--- config.mk ---
export PLATFORM = sky130hd
export DESIGN_NAME = uart_tx_cfg
export DESIGN_NICKNAME = d
export VERILOG_FILES = /design/src/rtl/uart_pkg.sv /design/src/rtl/uart_baud_gen.sv /design/src/rtl/uart_tx_cfg.sv
export SDC_FILE = /design/constraint.sdc
export NUM_CORES = 1
export LEC_CHECK = 0
export BUFFER_PORTS_ARGS = -buffer_cell sky130_fd_sc_hd__buf_4
export CAP_MARGIN = 40
export CORE_ASPECT_RATIO = 0.5
export CORE_MARGIN = 1
export CORE_UTILIZATION = 58
export CTS_CLUSTER_DIAMETER = 40
export DETAILED_ROUTE_END_ITERATION = 12
export GPL_TIMING_DRIVEN = 1
export PLACE_DENSITY = 0.81
export SYNTH_ARGS = -nofsm -noshare
export SYNTH_HDL_FRONTEND = slang
export SYNTH_SLANG_ARGS = --single-unit
--- constraint.sdc ---
create_clock -name clk -period 2.65 [get_ports clk]
set_clock_uncertainty 0.15 [all_clocks]
set_input_delay 0.53 -clock clk [delete_from_list [all_inputs] [get_ports clk]]
set_output_delay 0.53 -clock clk [all_outputs]
set_load 0.05 [all_outputs]
--- src/rtl/uart_pkg.sv ---
// Shared UART definitions: frame FSM states, parity modes and frame-timing helpers.
// Used by the transmitter now and intended for the matching receiver.
package uart_pkg;

    typedef enum logic [2:0] {
        ST_IDLE,
        ST_START,
        ST_DATA,
        ST_PARITY,
        ST_STOP
    } uart_state_e;

    localparam logic [1:0] PAR_NONE = 2'd0;
    localparam logic [1:0] PAR_EVEN = 2'd1;
    localparam logic [1:0] PAR_ODD  = 2'd2;

    typedef struct packed {
        logic [1:0] par;
        logic       two_stop;
    } uart_cfg_t;

    function automatic logic [1:0] par_mode(input logic par_en, input logic par_odd);
        if (!par_en) return PAR_NONE;
        return par_odd ? PAR_ODD : PAR_EVEN;
    endfunction

    function automatic int unsigned frame_cycles(input int unsigned clks_per_bit,
                                                 input int unsigned data_bits,
                                                 input logic [1:0]  par,
                                                 input logic        two_stop);
        int unsigned bits;
        bits = 2 + data_bits + ((par != PAR_NONE) ? 1 : 0) + (two_stop ? 1 : 0);
        return bits * clks_per_bit;
    endfunction

endpackage

--- src/rtl/uart_baud_gen.sv ---
// Bit-period timer: counts 0..CLKS_PER_BIT-1 while enabled, pulses bit_tick on the last count.
// Held at zero when disabled or cleared.
module uart_baud_gen #(
    parameter int unsigned CLKS_PER_BIT = 5208
) (
    input  logic clk,
    input  logic en,
    input  logic clr,
    output logic bit_tick
);

    localparam int unsigned CNT_W = (CLKS_PER_BIT > 1) ? $clog2(CLKS_PER_BIT) : 1;

    logic [CNT_W-1:0] cnt_q, cnt_d;

    assign bit_tick = (cnt_q == CNT_W'(CLKS_PER_BIT - 1));

    always_comb begin
        cnt_d = cnt_q;
        if (clr || !en || bit_tick) cnt_d = '0;
        else                        cnt_d = cnt_q + 1'b1;
    end

    always_ff @(posedge clk) begin
        cnt_q <= cnt_d;
    end

endmodule

--- src/rtl/uart_tx_cfg.sv ---
// UART transmitter with per-frame parity/stop configuration and a one-word holding
// register so consecutive frames are sent with no idle gap.
module uart_tx_cfg
    import uart_pkg::*;
#(
    parameter int unsigned CLKS_PER_BIT = 5208,
    parameter int unsigned DATA_BITS    = 8
) (
    input  logic                 clk,
    input  logic                 rst,
    input  logic [DATA_BITS-1:0] data_in,
    input  logic                 data_valid,
    output logic                 in_ready,
    input  logic                 par_en,
    input  logic                 par_odd,
    input  logic                 two_stop,
    output logic                 tx,
    output logic                 busy,
    output logic                 tx_done
);

    localparam int unsigned IDX_W = $clog2(DATA_BITS);

    uart_state_e          state_q, state_d;
    logic [DATA_BITS-1:0] hold_data_q, hold_data_d;
    uart_cfg_t            hold_cfg_q, hold_cfg_d;
    logic                 hold_full_q, hold_full_d;
    logic [DATA_BITS-1:0] shift_q, shift_d;
    uart_cfg_t            cfg_q, cfg_d;
    logic                 par_bit_q, par_bit_d;
    logic [IDX_W-1:0]     bit_idx_q, bit_idx_d;
    logic                 stop_cnt_q, stop_cnt_d;
    logic                 tx_q, tx_d;
    logic                 tx_done_q, tx_done_d;
    logic                 load;
    logic                 bit_tick;

    uart_baud_gen #(.CLKS_PER_BIT(CLKS_PER_BIT)) u_baud (
        .clk      (clk),
        .en       (state_q != ST_IDLE),
        .clr      (rst),
        .bit_tick (bit_tick)
    );

    always_comb begin
        state_d     = state_q;
        hold_data_d = hold_data_q;
        hold_cfg_d  = hold_cfg_q;
        hold_full_d = hold_full_q;
        shift_d     = shift_q;
        cfg_d       = cfg_q;
        par_bit_d   = par_bit_q;
        bit_idx_d   = bit_idx_q;
        stop_cnt_d  = stop_cnt_q;
        tx_done_d   = 1'b0;
        load        = 1'b0;

        unique case (state_q)
            ST_IDLE: if (hold_full_q) load = 1'b1;
            ST_START: if (bit_tick) state_d = ST_DATA;
            ST_DATA: if (bit_tick) begin
                shift_d = shift_q >> 1;
                if (bit_idx_q == IDX_W'(DATA_BITS - 1))
                    state_d = (cfg_q.par != PAR_NONE) ? ST_PARITY : ST_STOP;
                else
                    bit_idx_d = bit_idx_q + 1'b1;
            end
            ST_PARITY: if (bit_tick) state_d = ST_STOP;
            ST_STOP: if (bit_tick) begin
                if (stop_cnt_q || !cfg_q.two_stop) begin
                    tx_done_d = 1'b1;
                    if (hold_full_q) load = 1'b1;
                    else             state_d = ST_IDLE;
                end else begin
                    stop_cnt_d = 1'b1;
                end
            end
            default: state_d = ST_IDLE;
        endcase

        // Load and accept are mutually exclusive: load needs a full holding register, accept an empty one.
        if (load) begin
            state_d     = ST_START;
            shift_d     = hold_data_q;
            cfg_d       = hold_cfg_q;
            par_bit_d   = (hold_cfg_q.par == PAR_ODD) ? ~^hold_data_q : ^hold_data_q;
            bit_idx_d   = '0;
            stop_cnt_d  = 1'b0;
            hold_full_d = 1'b0;
        end
        if (data_valid && !hold_full_q) begin
            hold_data_d = data_in;
            hold_cfg_d  = '{par: par_mode(par_en, par_odd), two_stop: two_stop};
            hold_full_d = 1'b1;
        end
    end

    always_comb begin
        tx_d = 1'b1;
        case (state_d)
            ST_START:  tx_d = 1'b0;
            ST_DATA:   tx_d = shift_d[0];
            ST_PARITY: tx_d = par_bit_d;
            default:   tx_d = 1'b1;
        endcase
    end

    always_ff @(posedge clk) begin
        if (rst) begin
            state_q     <= ST_IDLE;
            hold_data_q <= '0;
            hold_cfg_q  <= '0;
            hold_full_q <= 1'b0;
            shift_q     <= '0;
            cfg_q       <= '0;
            par_bit_q   <= 1'b0;
            bit_idx_q   <= '0;
            stop_cnt_q  <= 1'b0;
            tx_q        <= 1'b1;
            tx_done_q   <= 1'b0;
        end else begin
            state_q     <= state_d;
            hold_data_q <= hold_data_d;
            hold_cfg_q  <= hold_cfg_d;
            hold_full_q <= hold_full_d;
            shift_q     <= shift_d;
            cfg_q       <= cfg_d;
            par_bit_q   <= par_bit_d;
            bit_idx_q   <= bit_idx_d;
            stop_cnt_q  <= stop_cnt_d;
            tx_q        <= tx_d;
            tx_done_q   <= tx_done_d;
        end
    end

    assign in_ready = !hold_full_q;
    assign busy     = (state_q != ST_IDLE);
    assign tx       = tx_q;
    assign tx_done  = tx_done_q;

endmodule

==> impl_metrics.tcl <==
set metrics [dict create \
    syn_nets 247 \
    postCtsHoldBufs 0 \
    met3_length_um 142 \
    maxCapViolCount 0 \
    routabilityCongestion 0.786 \
    dieArea_sq_um 3770 \
    swShare_pct 23.2 \
    post_cts_buffers 0 \
    place.port_buffers 17 \
    tightest_slew_ps 683 \
    wl_per_cell_um 13.0 \
    cts_resized 0 \
    die_w_um 85.9 \
    ys.flop_type "dfxtp_1" \
    finalWirelength_mm 3.82 \
    final.min_clock_period_ps 2210 \
    hp-class "register to register" \
    synth_area_per_cell_sq_um 8.87 \
    yosysWarnings 0 \
    max_freq_mhz 453 \
    worstSkewPairLatency_ps 300 \
    clockPowerShare_pct 37.0 \
    hold_depth 1 \
    peakVddDrop_mv 0.337 \
    vias 1590 \
    slew_viol_final 0 \
    syn-cell-area_sq_um 2040 \
    pwr-share-seq_pct 52.1 \
    p_leak_uw 0.000936 \
    io_pins 18 \
    ys_types 41 \
    fin_crit_sh_pct 83.3 \
    via_per_inst 5.41 \
    hold_viol_final 0 \
    track_usage_pct 22.5 \
    synthToLayoutAreaGrowth_pct 13.4 \
    cp_max_fo 17 \
    setup_tns_ps 0 \
    fin_cells 294 \
    grt_pass1_wl_mm 6.43 \
    synth_edf_count 0 \
    seq_area_frac_synth_pct 45.1 \
    combPwrFrac_pct 10.9 \
    cts_tree "built" \
    dr.pass1.iters 4 \
    setup_viol 0 \
    wl_met2_mm 1.80 \
    synthArstFlopShare_pct 0 \
    met1Wirelength_mm 1.84 \
    internal-power_uw 1090 \
    drt_iter0_drc 59 \
    clockBufferDepth 2 \
    crit_type "register to register" \
    drc 0 \
    hpwl_mm 2.60 \
    maxSlewHeadroom_pct 54.4 \
    drive_gt1_share_pct 13.4 \
    clkTransAtPathRegs_ps 80 \
    cp.arrival_ps 2260 \
    postRouteAntennaNets 0 \
    die_h_um 43.9 \
    clockRootBuffer "clkbuf_8" \
    num_rows 14 \
    netlist_instances 230 \
    nets 263 \
    status "completed" \
    initial_core_util_pct 64.4 \
    antenna_found_initial 0 \
    crit_required_ps 2700 \
    dp_cells 287 \
    ctsHtreeMaxLevel 2 \
    grt_pass1_vias 1425 \
    ys_ff_latch 46 \
    fin_util_pct 73.0 \
    diodes 0 \
    p_sw_uw 330 \
    start_kind "register" \
    rsz0062_at_grt "no" \
    cts_inserted_buffers 5 \
    p_per_area_nw_per_um2 614 \
    clkSinkCount 46 \
    r2r_cells 7 \
    highest_layer "met4" \
    endpoint_kind "register" \
    grt_max_degree 27 \
    core_area_sq_um 3170 \
    grt_overflow 0 \
]
[cell usage in the layout (no fill, tap or decap), types with 2 or more instances in the layout]
| cell type | instances |
|---|---|
| dfxtp_1 | 46 |
| a211oi_1 | 6 |
| buf_4 | 19 |
| a21oi_1 | 15 |
| nand3_1 | 4 |
| inv_1 | 4 |
| xor2_1 | 6 |
| mux2i_1 | 12 |
| nor2b_1 | 4 |
| ha_1 | 3 |
| nand4_1 | 4 |
| o21a_1 | 2 |
| nor2_1 | 39 |
| clkbuf_8 | 6 |
| xnor2_1 | 11 |
| nand2_1 | 32 |
| nor3b_1 | 3 |
| o21ai_0 | 4 |
| or3_1 | 4 |
[logic make-up (layout without fill, tap and decap cells)]
group / Yosys count / in the layout / share of synthesized area (%)
flops: 46 / 46 / 45.1
compound gates: 34 / 34 / 10.9
fa+ha+maj: 3 / 3 / 1.84
simple gates: 102 / 102 / 24.6
xor+xnor: 18 / 18 / 8.40
mux: 13 / 13 / 6.44
buf+inv: 14 / 30 / 2.76
[cell type report]
| type | count | area (sq um) |
|---|---|---|
| Clock buffer | 6 | 82.6 |
| Clock inverter | 1 | 30.0 |
| Fill cell | 246 | 856 |
| Inverter | 4 | 15.0 |
| Multi-Input combinational cell | 170 | 1060 |
| Sequential cell | 46 | 921 |
| Tap cell | 48 | 60.1 |
| Timing Repair Buffer | 19 | 143 |
[metrics by stage]
step	worst slack [ps]	cell area [sq um]	power, uW	hold slack, ps
final	443	2310	1420	304
after global routing	351	2310	1480	316
after CTS	461	2310	1430	301
after detailed placement	513	2200	908	290
after global placement	566	2200	905	282
after floorplan	673	2040	867	268
[sequential cells by signal, summed over array words and instances (netlist names)]
signal / flops
hold_cfg_q: 3
hold_full_q: 1
u_baud.cnt_q: 13
stop_cnt_q: 1
par_bit_q: 1
tx_done: 1
bit_idx_q: 3
shift_q: 8
hold_data_q: 8
state_q: 3
cfg_q: 3
tx: 1
[critical path, stage by stage, from the launching register on]
cell and delay (ps):
dfxtp_1 360, ha_1 260, and4b_1 340, nand4b_1 140, a21o_1 300, buf_4 230
and3_1 170, o21a_1 150
[per-layer routing]
metal / vias to the layer above / GRT usage (%)
met5: - / 0
met2: 27 / 38.4
li1: 817 / -
met3: 5 / 6.48
met1: 741 / 28.0
met4: 0 / 7.33
[synth_stat cells, drive strengths merged, types with 2 or more instances]
| cell type | instances | share of area [%] |
|---|---|---|
| inv | 4 | 0.74 |
| xnor2 | 11 | 4.7 |
| or3 | 4 | 1.2 |
| nor2 | 40 | 7.5 |
| nand2 | 32 | 5.9 |
| o2111ai | 2 | 1.2 |
| ha | 3 | 1.8 |
| xor2 | 6 | 2.6 |
| nor3b | 3 | 1.1 |
| o21a | 2 | 0.74 |
| and3 | 2 | 0.67 |
| clkbuf | 6 | 1.1 |
| o21ai | 4 | 0.98 |
| a211oi | 6 | 2.2 |
| mux2i | 12 | 5.9 |
| dfxtp | 46 | 45 |
| nand4 | 4 | 1.2 |
| nor2b | 4 | 1.2 |
| nand3 | 5 | 1.8 |
| a21oi | 15 | 3.7 |
| buf | 4 | 0.92 |
[power groups by stage]
stage | Clock (uW) | Sequential, uW | Combinational [uW]
after floorplan | 0 | 754 | 113
after global placement | 0 | 754 | 151
after detailed placement | 0 | 755 | 153
after CTS | 531 | 740 | 156
after global routing | 561 | 744 | 172
final | 525 | 740 | 155
[final timing paths]
path                            slack, ps                  startpoint                         end
worst max register to register        440  u_baud.cnt_q[0]$_SDFF_PP0_     shift_q[7]$_SDFFE_PP0P_
worst min register to register        300  u_baud.cnt_q[0]$_SDFF_PP0_  u_baud.cnt_q[0]$_SDFF_PP0_
worst min-delay path                  300  u_baud.cnt_q[0]$_SDFF_PP0_  u_baud.cnt_q[0]$_SDFF_PP0_
worst max-delay path                  440  u_baud.cnt_q[0]$_SDFF_PP0_     shift_q[7]$_SDFFE_PP0P_
(Power assumes the default switching activity.)
